### config.mk
export PLATFORM = sky130hd
export DESIGN_NAME = ace_snoop_initiator
export DESIGN_NICKNAME = d
export VERILOG_FILES = /design/src/rtl/ace_pkg.sv /design/src/rtl/ace_snoop_timer.sv /design/src/rtl/ace_snoop_initiator.sv
export SDC_FILE = /design/constraint.sdc
export NUM_CORES = 1
export LEC_CHECK = 0
export BUFFER_PORTS_ARGS = -buffer_cell sky130_fd_sc_hd__buf_2
export CORE_MARGIN = 2
export CORE_UTILIZATION = 44
export DETAILED_ROUTE_END_ITERATION = 16
export PLACE_DENSITY_LB_ADDON = 0.05
export SYNTH_ARGS = -nofsm -noshare
export SYNTH_HDL_FRONTEND = slang
export SYNTH_HIERARCHICAL = 1
export SYNTH_SLANG_ARGS = --single-unit
export TNS_END_PERCENT = 20
### constraint.sdc
create_clock -name clk -period 2.8 [get_ports clk]
set_clock_uncertainty 0.05 [all_clocks]
set_input_delay 0.14 -clock clk [delete_from_list [all_inputs] [get_ports clk]]
set_output_delay 0.14 -clock clk [all_outputs]
set_load 0.01 [all_outputs]
### src/rtl/ace_pkg.sv
// Shared definitions for the ACE snoop initiator: FSM states, CR response bit
// positions and the AC snoop opcodes used by local requesters.
package ace_pkg;

   typedef enum logic [2:0] {
      S_IDLE,
      S_AC_ISSUE,
      S_CR_WAIT,
      S_CD_COLLECT,
      S_DONE
   } state_t;

   localparam int CR_DATA_XFER  = 0;
   localparam int CR_ERROR      = 1;
   localparam int CR_PASS_DIRTY = 2;
   localparam int CR_IS_SHARED  = 3;
   localparam int CR_WAS_UNIQUE = 4;

   localparam logic [3:0] SNOOP_READ_SHARED   = 4'b0001;
   localparam logic [3:0] SNOOP_READ_UNIQUE   = 4'b0111;
   localparam logic [3:0] SNOOP_CLEAN_INVALID = 4'b1001;
   localparam logic [3:0] SNOOP_MAKE_INVALID  = 4'b1101;

   // Response reported when the cache never answered: only the Error bit set.
   localparam logic [4:0] TIMEOUT_RESP = 5'b00010;

endpackage

### src/rtl/ace_snoop_timer.sv
// Wait-cycle counter: clear restarts it, enable counts one idle cycle, and
// expired flags the idle cycle that would bring the count up to LIMIT.
module ace_snoop_timer #(
   parameter int LIMIT = 255
) (
   input  logic clk,
   input  logic rst,
   input  logic clear,
   input  logic enable,
   output logic expired
);

   localparam int W = $clog2(LIMIT + 1);

   logic [W-1:0] count;

   assign expired = enable && (count == W'(LIMIT - 1));

   always_ff @(posedge clk) begin
      if (rst || clear)
         count <= '0;
      else if (enable && !expired)
         count <= count + W'(1);
   end

endmodule

### src/rtl/ace_snoop_initiator.sv
// Issues one ACE snoop at a time on AC, collects the CR response and any CD
// data beats, then reports the outcome with a single-cycle done pulse.
module ace_snoop_initiator
   import ace_pkg::*;
#(
   parameter int ADDR_W    = 32,
   parameter int DATA_W    = 32,
   parameter int TIMEOUT   = 255,
   parameter int MAX_BEATS = 4
) (
   input  logic              clk,
   input  logic              rst,
   input  logic              req_valid,
   output logic              req_ready,
   input  logic [ADDR_W-1:0] req_addr,
   input  logic [3:0]        req_snoop,
   output logic              acvalid,
   input  logic              acready,
   output logic [ADDR_W-1:0] acaddr,
   output logic [3:0]        acsnoop,
   input  logic              crvalid,
   output logic              crready,
   input  logic [4:0]        crresp,
   input  logic              cdvalid,
   output logic              cdready,
   input  logic [DATA_W-1:0] cddata,
   input  logic              cdlast,
   output logic              done,
   output logic [4:0]        done_resp,
   output logic              done_dirty,
   output logic [2:0]        done_beats,
   output logic              timeout_err,
   output logic              rd_data_valid,
   output logic [DATA_W-1:0] rd_data
);

   state_t     state;
   logic [4:0] resp_q;
   logic [2:0] beats;
   logic [2:0] beats_next;
   logic       cd_beat;
   logic       timer_clear;
   logic       timer_en;
   logic       timer_expired;

   assign req_ready     = (state == S_IDLE) && !rst;
   assign cd_beat       = (state == S_CD_COLLECT) && cdvalid && cdready;
   assign rd_data_valid = cd_beat && !rst;
   assign rd_data       = rd_data_valid ? cddata : '0;
   assign beats_next    = (beats == 3'(MAX_BEATS)) ? beats : beats + 3'd1;

   assign done_resp  = resp_q;
   assign done_dirty = resp_q[CR_PASS_DIRTY];
   assign done_beats = beats;

   // Timer restarts whenever a wait state is entered; CD beats pause it but
   // do not restart it, so the budget covers the whole data phase.
   assign timer_en    = ((state == S_CR_WAIT) && !crvalid) ||
                        ((state == S_CD_COLLECT) && !cdvalid);
   assign timer_clear = !((state == S_CR_WAIT) || (state == S_CD_COLLECT)) ||
                        ((state == S_CR_WAIT) && crvalid);

   ace_snoop_timer #(.LIMIT(TIMEOUT)) u_timer (
      .clk     (clk),
      .rst     (rst),
      .clear   (timer_clear),
      .enable  (timer_en),
      .expired (timer_expired)
   );

   always_ff @(posedge clk) begin
      if (rst) begin
         state       <= S_IDLE;
         acvalid     <= 1'b0;
         acaddr      <= '0;
         acsnoop     <= '0;
         crready     <= 1'b0;
         cdready     <= 1'b0;
         done        <= 1'b0;
         timeout_err <= 1'b0;
         resp_q      <= '0;
         beats       <= '0;
      end else begin
         done <= 1'b0;
         case (state)
            S_IDLE: begin
               if (req_valid) begin
                  acaddr      <= req_addr;
                  acsnoop     <= req_snoop;
                  acvalid     <= 1'b1;
                  resp_q      <= '0;
                  beats       <= '0;
                  timeout_err <= 1'b0;
                  state       <= S_AC_ISSUE;
               end
            end
            S_AC_ISSUE: begin
               if (acready) begin
                  acvalid <= 1'b0;
                  crready <= 1'b1;
                  state   <= S_CR_WAIT;
               end
            end
            S_CR_WAIT: begin
               if (crvalid) begin
                  resp_q  <= crresp;
                  crready <= 1'b0;
                  if (crresp[CR_DATA_XFER]) begin
                     cdready <= 1'b1;
                     state   <= S_CD_COLLECT;
                  end else begin
                     done  <= 1'b1;
                     state <= S_DONE;
                  end
               end else if (timer_expired) begin
                  resp_q      <= TIMEOUT_RESP;
                  timeout_err <= 1'b1;
                  crready     <= 1'b0;
                  done        <= 1'b1;
                  state       <= S_DONE;
               end
            end
            S_CD_COLLECT: begin
               if (cdvalid) begin
                  beats <= beats_next;
                  if (cdlast || (beats_next == 3'(MAX_BEATS))) begin
                     cdready <= 1'b0;
                     done    <= 1'b1;
                     state   <= S_DONE;
                  end
               end else if (timer_expired) begin
                  resp_q      <= TIMEOUT_RESP;
                  timeout_err <= 1'b1;
                  cdready     <= 1'b0;
                  done        <= 1'b1;
                  state       <= S_DONE;
               end
            end
            S_DONE: begin
               state <= S_IDLE;
            end
            default: begin
               state <= S_IDLE;
            end
         endcase
      end
   end

endmodule

==> out/results.ini, run 1 <==
[logic_synthesis]
synth.distinct_cells=54
async_reset_ff_frac=0
syn_avg_cell_area_um2=7.97
syn_area_um2=2860
ys.flop_type=dfxtp_1
ys_warn_count=6
synth_edf_count=0
syn_inst=359
ys_seq_elements=60
syn_nets=443
ys_seq_area_frac=0.420

[final_layout]
regArea_um2=1200
final.fill_count=561
layout_commonest_cell=buf_2
nets=639
multi_input_area_um2=1500
final_cell_area_um2=4270
final_cell_mix=buf_2, nand2_1, dfxtp_1
drive_gt1_frac=0.346
areaGrowthSynthToFinish_pct=49.2
diodes=0

[die]
num_io_pins=164
initial_core_util=0.453
rows=29
core-area_um2=6310
die_x_um=84.6
die_area_um2=7160
die_h_um=84.6

[power]
irDropWorstVdd_mv=0.362
p_sw_frac=0.269
p_switching_mw=0.546
cellLeakagePower_nw=2.03
pwr-share-clk=0.359
p_int_mw=1.49
seq_power_share=0.457
powerDensity_nw_per_um2=476
combPwrFrac=0.184

[drt]
drt_iter0_drc=115
routed_wl_um=8100
antenna_left=0
drc=0
dr.pass1.iters=4
avgRoutedWirePerCell_um=12.7
viasPerCell=4.99
vias=3180

[critical_path]
start_kind=flop
cp_max_fo=33
cp_cell_sequence=buf_4 -> nand2_1 -> nor4b_4 -> buf_4 -> and2_1 -> buf_2
slowest_delay_ps=510
worstPathArrival_ps=2040
r2r-start=u_timer/count[0]
r2r_slack_ps=580
crit_slowest_cell=dfxtp_1
required_ps=2610
endpoint_kind=primary output
reg2regPathDepth=8
cpMostUsedCell=buf_4
critical_path_class=reg2out
critPathBufInv=3
critPathTopFamily=buffers and inverters
timing.rr.end=state[1]

[global_route]
antenna_found_initial=0
groute.usage.overall=0.228
gr-total-overflow=0
grt_pass1_vias=2937
grt_start_max_net_pins=37
grt_first_pass_wirelength_um=13300

[clock_network]
tritoncts=yes
ctsHtreeMaxLevel=3
clk_pin_slew_ps=70
cts-buffers-inserted=9
post_cts_buffers=0
cts_sinks=60
clk_path_buf_depth=2
root_buffer=clkbuf_8
insertion_delay_ps=330

[sta]
fin_setup_tns_ps=0
hold_viol_final=0
post-route-period-util=0.798
fmax_mhz=448
period_needed_ps=2230
slew_headroom=0.572
finalSetupViolations=0
worst_pin_slew_ps=642
rsz0062_at_grt=no
report.final.slew_viol_count=0

[placed_design]
dp_hpwl_um=5500
finalWeightedCongestion=0.875
numPortBuffers=163
placed_area_um2=3720

[worst_hold_path]
hold_start=crresp[2]
hp-class=in2reg
hold_depth=3
min_to=done_resp[2]

[run_status]
status=complete, no violations

[job]
cap_violations=0

kinds of logic (layout without fill, tap and decap cells):
kind of cell	count (synthesis)	after routing	share of synthesized area
buffers and inverters	31	232	0.0560
AOI/OAI and AO/OA	89	89	0.195
adders and majority gates	4	4	0.0175
muxes	2	2	0.00700
DFF	60	60	0.420
and+or+nand+nor	173	173	0.305
how the worst max path moves through the flow:
stage	start	endpoint	slack (ps)	cells after the start
6_report	state[0]	rd_data[22]	570	6
5_1_grt	u_timer/count[0]	state[1]	330	8
4_1_cts	state[0]	rd_data[22]	570	6
3_5_place_dp	u_timer/count[0]	state[1]	610	8
3_3_place_gp	u_timer/count[0]	state[1]	710	8
2_1_floorplan	u_timer/count[0]	state[1]	720	9
worst min-delay path, stage by stage:
cell	delay (ps)
buf_2	80
a22oi_1	70
nor2_1	80
metrics by stage:
step                      instances  power (mW)  setup WS, ps  hold slack (ps)   util
final                           637        2.03           566             23.0  0.676
after global routing            637        2.14           334             50.7  0.676
after CTS                       637        2.06           569             3.62  0.676
after detailed placement        584        1.28           611              335  0.589
after global placement          584        1.27           710              330  0.589
after floorplan                 359        1.14           723              226      -
synthesized netlist by cell type, types with 2 or more instances:
library cell | number | area, um^2
nand2_1 | 86 | 323
dfxtp_1 | 60 | 1200
a21oi_1 | 50 | 250
and2_1 | 35 | 219
clkbuf_1 | 10 | 37.5
nor2_1 | 10 | 37.5
nand3_1 | 9 | 45.0
a31oi_1 | 8 | 50.1
inv_1 | 8 | 30.0
nand2b_1 | 6 | 37.5
buf_2 | 5 | 25.0
o21ai_0 | 5 | 25.0
buf_4 | 4 | 30.0
ha_1 | 4 | 50.1
a22oi_1 | 3 | 22.5
a311oi_1 | 3 | 26.3
buf_6 | 3 | 33.8
nand4_1 | 3 | 18.8
nor3_1 | 3 | 15.0
a211oi_1 | 2 | 15.0
and3_1 | 2 | 12.5
and4_1 | 2 | 17.5
mux2i_1 | 2 | 20.0
nor2b_1 | 2 | 12.5
nor3b_1 | 2 | 15.0
nor4_1 | 2 | 12.5
o21a_1 | 2 | 15.0
o311ai_1 | 2 | 17.5
flip-flops by register name (all words and copies together), names as in the netlist:
signal         count
state              3
acvalid            1
done               1
u_timer/count      8
cdready            1
acaddr            32
done_beats         3
crready            1
done_resp          5
acsnoop            4
timeout_err        1
power groups by stage:
stage	clock network (mW)	logic [mW]	registers, mW
2_1_floorplan	0	0.175	0.966
3_3_place_gp	0	0.330	0.944
3_5_place_dp	0	0.333	0.947
4_1_cts	0.758	0.374	0.928
5_1_grt	0.788	0.417	0.935
6_report	0.731	0.375	0.929
layout make-up:
| cell class | count | share of cell area |
|---|---|---|
| multi-input combinational | 268 | 0.351 |
| timing repair buffer | 208 | 0.295 |
| sequential | 60 | 0.281 |
| clock buffer | 11 | 0.0308 |
| tap | 77 | 0.0226 |
| clock inverter | 5 | 0.0123 |
| inverter | 8 | 0.00703 |
metal layers:
layer  wire length [um]  up-vias  track usage
met5                  0        -            0
met4                 23        0       0.0693
met3                662        2       0.0669
li1                   -     1618            -
met1               3500     1426        0.284
met2               3910      134        0.382
what timing repair did:
item / CTS / global route
resized for setup: 0 / 0
endpoints found under the hold margin: 37 / 0
hold buffers: 37 / 0
(Power assumes the default switching activity.)
==> run 2, diff against run 1 <==
==> constraint.sdc (replaced) <==
create_clock -name clk -period 2.09 [get_ports clk]
set_clock_uncertainty 0.05 [all_clocks]
set_input_delay 0.1045 -clock clk [delete_from_list [all_inputs] [get_ports clk]]
set_output_delay 0.1045 -clock clk [all_outputs]
set_load 0.01 [all_outputs]
==> out/results.ini, run 2 (synthesis gave the netlist of run 1 again) <==
[clock_network]
tritoncts=yes
post_cts_buffers=0  ; unchanged
cts-buffers-inserted=9  ; unchanged
clk_pin_slew_ps=70  ; about the same
root_buffer=clkbuf_8
clk_path_buf_depth=2  ; unchanged
insertion_delay_ps=330  ; about the same
ctsHtreeMaxLevel=3  ; unchanged
cts_sinks=60  ; unchanged

[final_layout]
final.fill_count=517  ; -7.8%
fin_cells=643  ; +0.94%
nets=645  ; +0.94%
drive_gt1_frac=0.360  ; +0.0140
final_cell_area_um2=4340  ; +1.7%
largest_register_ffs=32  ; unchanged
top_register=acaddr
diodes=0  ; unchanged
areaGrowthSynthToFinish_pct=51.8
final_cell_mix=buf_2, nand2_1, dfxtp_1
layout_commonest_cell=buf_2
fin_util=0.688  ; +0.0115

[global_route]
use_met3=0.0619  ; -0.00492
grt_pass1_vias=3079  ; +4.8%
gr-total-overflow=0  ; unchanged
gr-usage-met2=0.402  ; +0.0193
groute.usage.overall=0.228  ; +0.000315
top_usage_layer=met2
grt_use_met1=0.266  ; -0.0180
grt_first_pass_wirelength_um=13400  ; +0.62%
antenna_found_initial=0  ; unchanged
grt_start_max_net_pins=52  ; +41%

[die]
num_io_pins=164  ; unchanged
die_area_um2=7160  ; unchanged
initial_core_util=0.453  ; unchanged
core-area_um2=6310  ; unchanged
die_h_um=84.6  ; unchanged
rows=29  ; unchanged
die_x_um=84.6  ; unchanged

[sta]
hold_viol_final=0  ; unchanged
post-route-period-util=0.963
fin_ws_ps=76.5  ; -489 ps
fmax_mhz=497
worst_pin_slew_ps=547  ; -94.4 ps
report.final.slew_viol_count=0  ; unchanged
slew_headroom=0.635  ; +0.0630
finalSetupViolations=0  ; unchanged
period_needed_ps=2010
rsz0062_at_grt=yes

[placed_design]
dp_hpwl_um=5460  ; -0.60%
placed_area_um2=3730  ; +0.47%
dp.cells=588  ; +0.68%
finalWeightedCongestion=0.857  ; -2.0%
dp_worst_setup_slack_ps=36.5  ; -575 ps
numPortBuffers=163  ; unchanged

[drt]
antenna_left=0  ; unchanged
dr.pass1.iters=4  ; unchanged
drt_iter0_drc=140  ; +22%
drc=0  ; unchanged
vias=3235  ; +1.7%
viasPerCell=5.03  ; +0.78%
routed_wl_um=8250  ; +1.9%
avgRoutedWirePerCell_um=12.8  ; +0.91%

[critical_path]
start_kind=flop
critical_path_class=reg2reg
cp_max_fo=6  ; -82%
critPathLaunch=u_timer/count[0]
endpoint_kind=flop
r2r-start=u_timer/count[0]
worstPathArrival_ps=2210  ; +170 ps
required_ps=2280  ; -330 ps

[power]
cellLeakagePower_nw=2.04  ; +0.83%
irDropWorstVdd_mv=0.436  ; +21%
powerDensity_nw_per_um2=637  ; +34%

[worst_hold_path]
hp-class=in2reg
hold_start=crresp[2]

[job]
cap_violations=0  ; unchanged

[run_status]
status=complete, no violations

-- run 2: cell types whose count changed in the layout (fill, tap and decap cells not counted), moves of 2 or more --
cell	previous run	this run
buf_4	7	11
dlygate4sd3_1	37	39
clkinvlp_4	1	4
clkinv_2	3	1
-- run 2: area by class of cell --
cell class                      count  area, um^2  area share
Timing Repair Buffer              214        1300       0.299
Clock buffer                       10         128      0.0294
Multi-Input combinational cell    268        1520       0.351
Inverter                            8        30.0     0.00691
Sequential cell                    60        1200       0.277
Tap cell                           77        96.3      0.0222
Clock inverter                      6        65.1      0.0150
-- run 2: worst max-delay path: stages, from the launching register on --
cell and delay, ps:
dfxtp_1 330, inv_1 50, ha_2 200, and3_4 200, and3_2 240, or2_2 330, a31oi_1 170, o21ai_1 110
a221oi_2 250
-- run 2: worst paths after layout --
kind	endpoint	slack, ps	depth (start not counted)
min	done_resp[2]	4	3
max	state[1]	80	8
max reg2reg	state[1]	80	8
min reg2reg	acaddr[1]	400	2
-- run 2: repair_timing --
action	CTS	global route
endpoints found under the hold margin	40	0
endpoints found under the setup margin	0	36
hold buffers	39	0
gates resized for setup	0	7
-- run 2: where the power goes --
part	switching (mW)	internal (mW)	total [mW]
clock	0.468	0.548	1.02
sequential	0.0298	1.21	1.24
combinational	0.271	0.244	0.514
-- run 2: layer usage --
metal	wire [um]	vias to the layer above
met4	148	0
met2	3990	140
met3	603	18
met1	3500	1442
li1	-	1635
met5	0	-
-- run 2: metrics by stage --
step / total power [mW] / setup TNS (ps) / hold WS, ps
after floorplan: 1.53 / 0 / 190
after global placement: 1.71 / 0 / 296
after detailed placement: 1.71 / 0 / 299
after CTS: 2.78 / 0 / 0.603
after global routing: 2.90 / -43.4 / 2.40
final: 2.77 / 0 / 3.55
==> run 3, diff against run 2 <==
--- a/config.mk
+++ b/config.mk
@@ -6,10 +6,11 @@
 export NUM_CORES = 1
 export LEC_CHECK = 0
 export BUFFER_PORTS_ARGS = -buffer_cell sky130_fd_sc_hd__buf_2
-export CORE_MARGIN = 2
+export CORE_MARGIN = 4
 export CORE_UTILIZATION = 44
 export DETAILED_ROUTE_END_ITERATION = 16
 export PLACE_DENSITY_LB_ADDON = 0.05
+export RECOVER_POWER = 100
 export SYNTH_ARGS = -nofsm -noshare
 export SYNTH_HDL_FRONTEND = slang
 export SYNTH_HIERARCHICAL = 1
==> out/results.ini, run 3 (synthesis gave the netlist of run 1 again) <==
[clock_network]
tritoncts=yes
ctsHtreeMaxLevel=3  ; unchanged
insertion_delay_ps=340  ; about the same
cts_sinks=60  ; unchanged
clk_path_buf_depth=2  ; unchanged
cts-buffers-inserted=9  ; unchanged
clk_pin_slew_ps=70  ; about the same
root_buffer=clkbuf_8

[final_layout]
areaGrowthSynthToFinish_pct=51.0
drive_gt1_frac=0.269  ; -0.0915
top_register=acaddr
layout_commonest_cell=buf_2
final_cell_mix=buf_2, nand2_1, dfxtp_1
largest_register_ffs=32  ; unchanged
final_cell_area_um2=4320  ; -0.52%
nets=649  ; +0.62%
regArea_um2=1200  ; unchanged
diodes=0  ; unchanged
final.fill_count=560  ; +8.3%
multi_input_area_um2=1500  ; -1.4%

[critical_path]
r2r-start=state[0]
cp_max_fo=3  ; -3
worstPathArrival_ps=2130  ; -80 ps
r2r_slack_ps=160  ; +80 ps
start_kind=flop
endpoint_kind=flop
timing.rr.end=state[1]
reg2regPathDepth=9  ; +1
required_ps=2290  ; about the same
critical_path_class=reg2reg

[sta]
fin_setup_tns_ps=0  ; unchanged
post-route-period-util=0.925  ; -0.0385
worst_pin_slew_ps=451  ; -96.4 ps
finalSetupViolations=0  ; unchanged
slew_headroom=0.695  ; +0.0595
hold_viol_final=0  ; unchanged
fmax_mhz=517  ; +4.2%
period_needed_ps=1930  ; -80.6 ps
report.final.slew_viol_count=0  ; unchanged

[worst_hold_path]
hold_depth=3  ; unchanged
hold_start=crresp[1]
min_to=done_resp[1]
hp-class=in2reg

[global_route]
gr-total-overflow=0  ; unchanged
groute.usage.overall=0.208  ; -0.0208
grt_pass1_vias=2997  ; -2.7%
grt_first_pass_wirelength_um=13000  ; -3.3%
antenna_found_initial=0  ; unchanged
grt_start_max_net_pins=39  ; -25%

[power]
combPwrFrac=0.170  ; -0.016
p_int_mw=2.16  ; +8.2%
p_switching_mw=0.754  ; -1.9%
powerDensity_nw_per_um2=675  ; +6.0%
seq_power_share=0.425  ; -0.022
irDropWorstVdd_mv=0.416  ; -4.5%
cellLeakagePower_nw=1.88  ; -8.2%
pwr-share-clk=0.404  ; +0.037
p_sw_frac=0.258  ; -0.0193

[die]
rows=29  ; unchanged
die_x_um=88.6  ; +4.7%
die_area_um2=7860  ; +9.7%
core-area_um2=6350  ; +0.57%
initial_core_util=0.451  ; -0.00259
die_h_um=88.6  ; +4.7%
num_io_pins=164  ; unchanged

[drt]
viasPerCell=5.00  ; -0.65%
avgRoutedWirePerCell_um=13.2  ; +2.6%
drt_iter0_drc=146  ; +4.3%
antenna_left=0  ; unchanged
vias=3229  ; -0.19%
routed_wl_um=8500  ; +3.1%
dr.pass1.iters=4  ; unchanged
drc=0  ; unchanged

[placed_design]
numPortBuffers=163  ; unchanged
finalWeightedCongestion=0.805  ; -6.1%
dp_hpwl_um=5690  ; +4.2%
placed_area_um2=3740  ; +0.13%

[run_status]
status=complete, no violations

[job]
cap_violations=0  ; unchanged

==> run 3: changes by cell type in the layout (fill, tap and decap cells not counted), sizes merged <==
cell,before,now
clkbuf,10,65
bufinv,1,2
clkinvlp,4,1
buf,175,125
==> run 3: worst max-delay path by stage <==
stage                   end             start  cells after the start  slack (ps)
2_1_floorplan      state[1]  u_timer/count[0]                      9          10
3_3_place_gp       state[1]  u_timer/count[0]                      8         130
3_5_place_dp       state[1]  u_timer/count[0]                      8         110
4_1_cts         rd_data[19]          state[0]                      6          70
5_1_grt        done_resp[0]          state[0]                      9         -20
6_report           state[1]          state[0]                      9         160
==> run 3: power by group through the flow <==
| stage | logic [mW] | clock network [mW] | registers, mW |
|---|---|---|---|
| after detailed placement | 0.455 | 0 | 1.26 |
| after global placement | 0.451 | 0 | 1.26 |
| after floorplan | 0.234 | 0 | 1.29 |
| after global routing | 0.553 | 1.26 | 1.25 |
| after CTS | 0.511 | 1.21 | 1.24 |
| final | 0.497 | 1.18 | 1.24 |
==> run 3: repair_timing <==
| item | 4_1_cts | 5_1_grt |
|---|---|---|
| setup buffers | 0 | 3 |
| hold endpoints to repair | 39 | 0 |
| setup endpoints to repair | 0 | 38 |
| gates resized for setup | 0 | 10 |
| hold buffers | 39 | 0 |
==> run 3: area by class of cell <==
class	count	share of cell area
clock buffers	11	0.0350
clock inverters	4	0.0168
inverters	8	0.00695
multi-input cells	268	0.348
flip-flops and latches	60	0.278
well taps	77	0.0223
repair buffers	218	0.293
==> run 3: metrics by stage <==
step / power (mW) / hold slack, ps / instances / utilization / setup slack [ps]
final: 2.92 / 13.8 / 646 / 0.680 / 157
after global routing: 3.07 / 20.4 / 646 / 0.680 / -22.1
after CTS: 2.95 / 9.49 / 641 / 0.686 / 65.0
after detailed placement: 1.72 / 299 / 587 / 0.589 / 109
after global placement: 1.71 / 296 / 587 / 0.589 / 134
after floorplan: 1.53 / 190 / 359 / - / 12.7
==> run 3: worst max-delay path, cell delays in order (launching register included) <==
cell	delay [ps]
dfxtp_1	320
nor2b_1	270
nor2_2	90
inv_1	100
a21oi_1	50
and3_1	180
or2_2	320
a31oi_1	120
o21ai_0	100
a221oi_1	250
==> run 3: layer usage <==
layer / vias up / GRT usage / part of all wire
met5: - / 0 / 0
met2: 143 / 0.360 / 0.50
li1: 1644 / - / -
met4: 0 / 0.0810 / 0.012
met3: 11 / 0.0587 / 0.090
met1: 1431 / 0.241 / 0.40
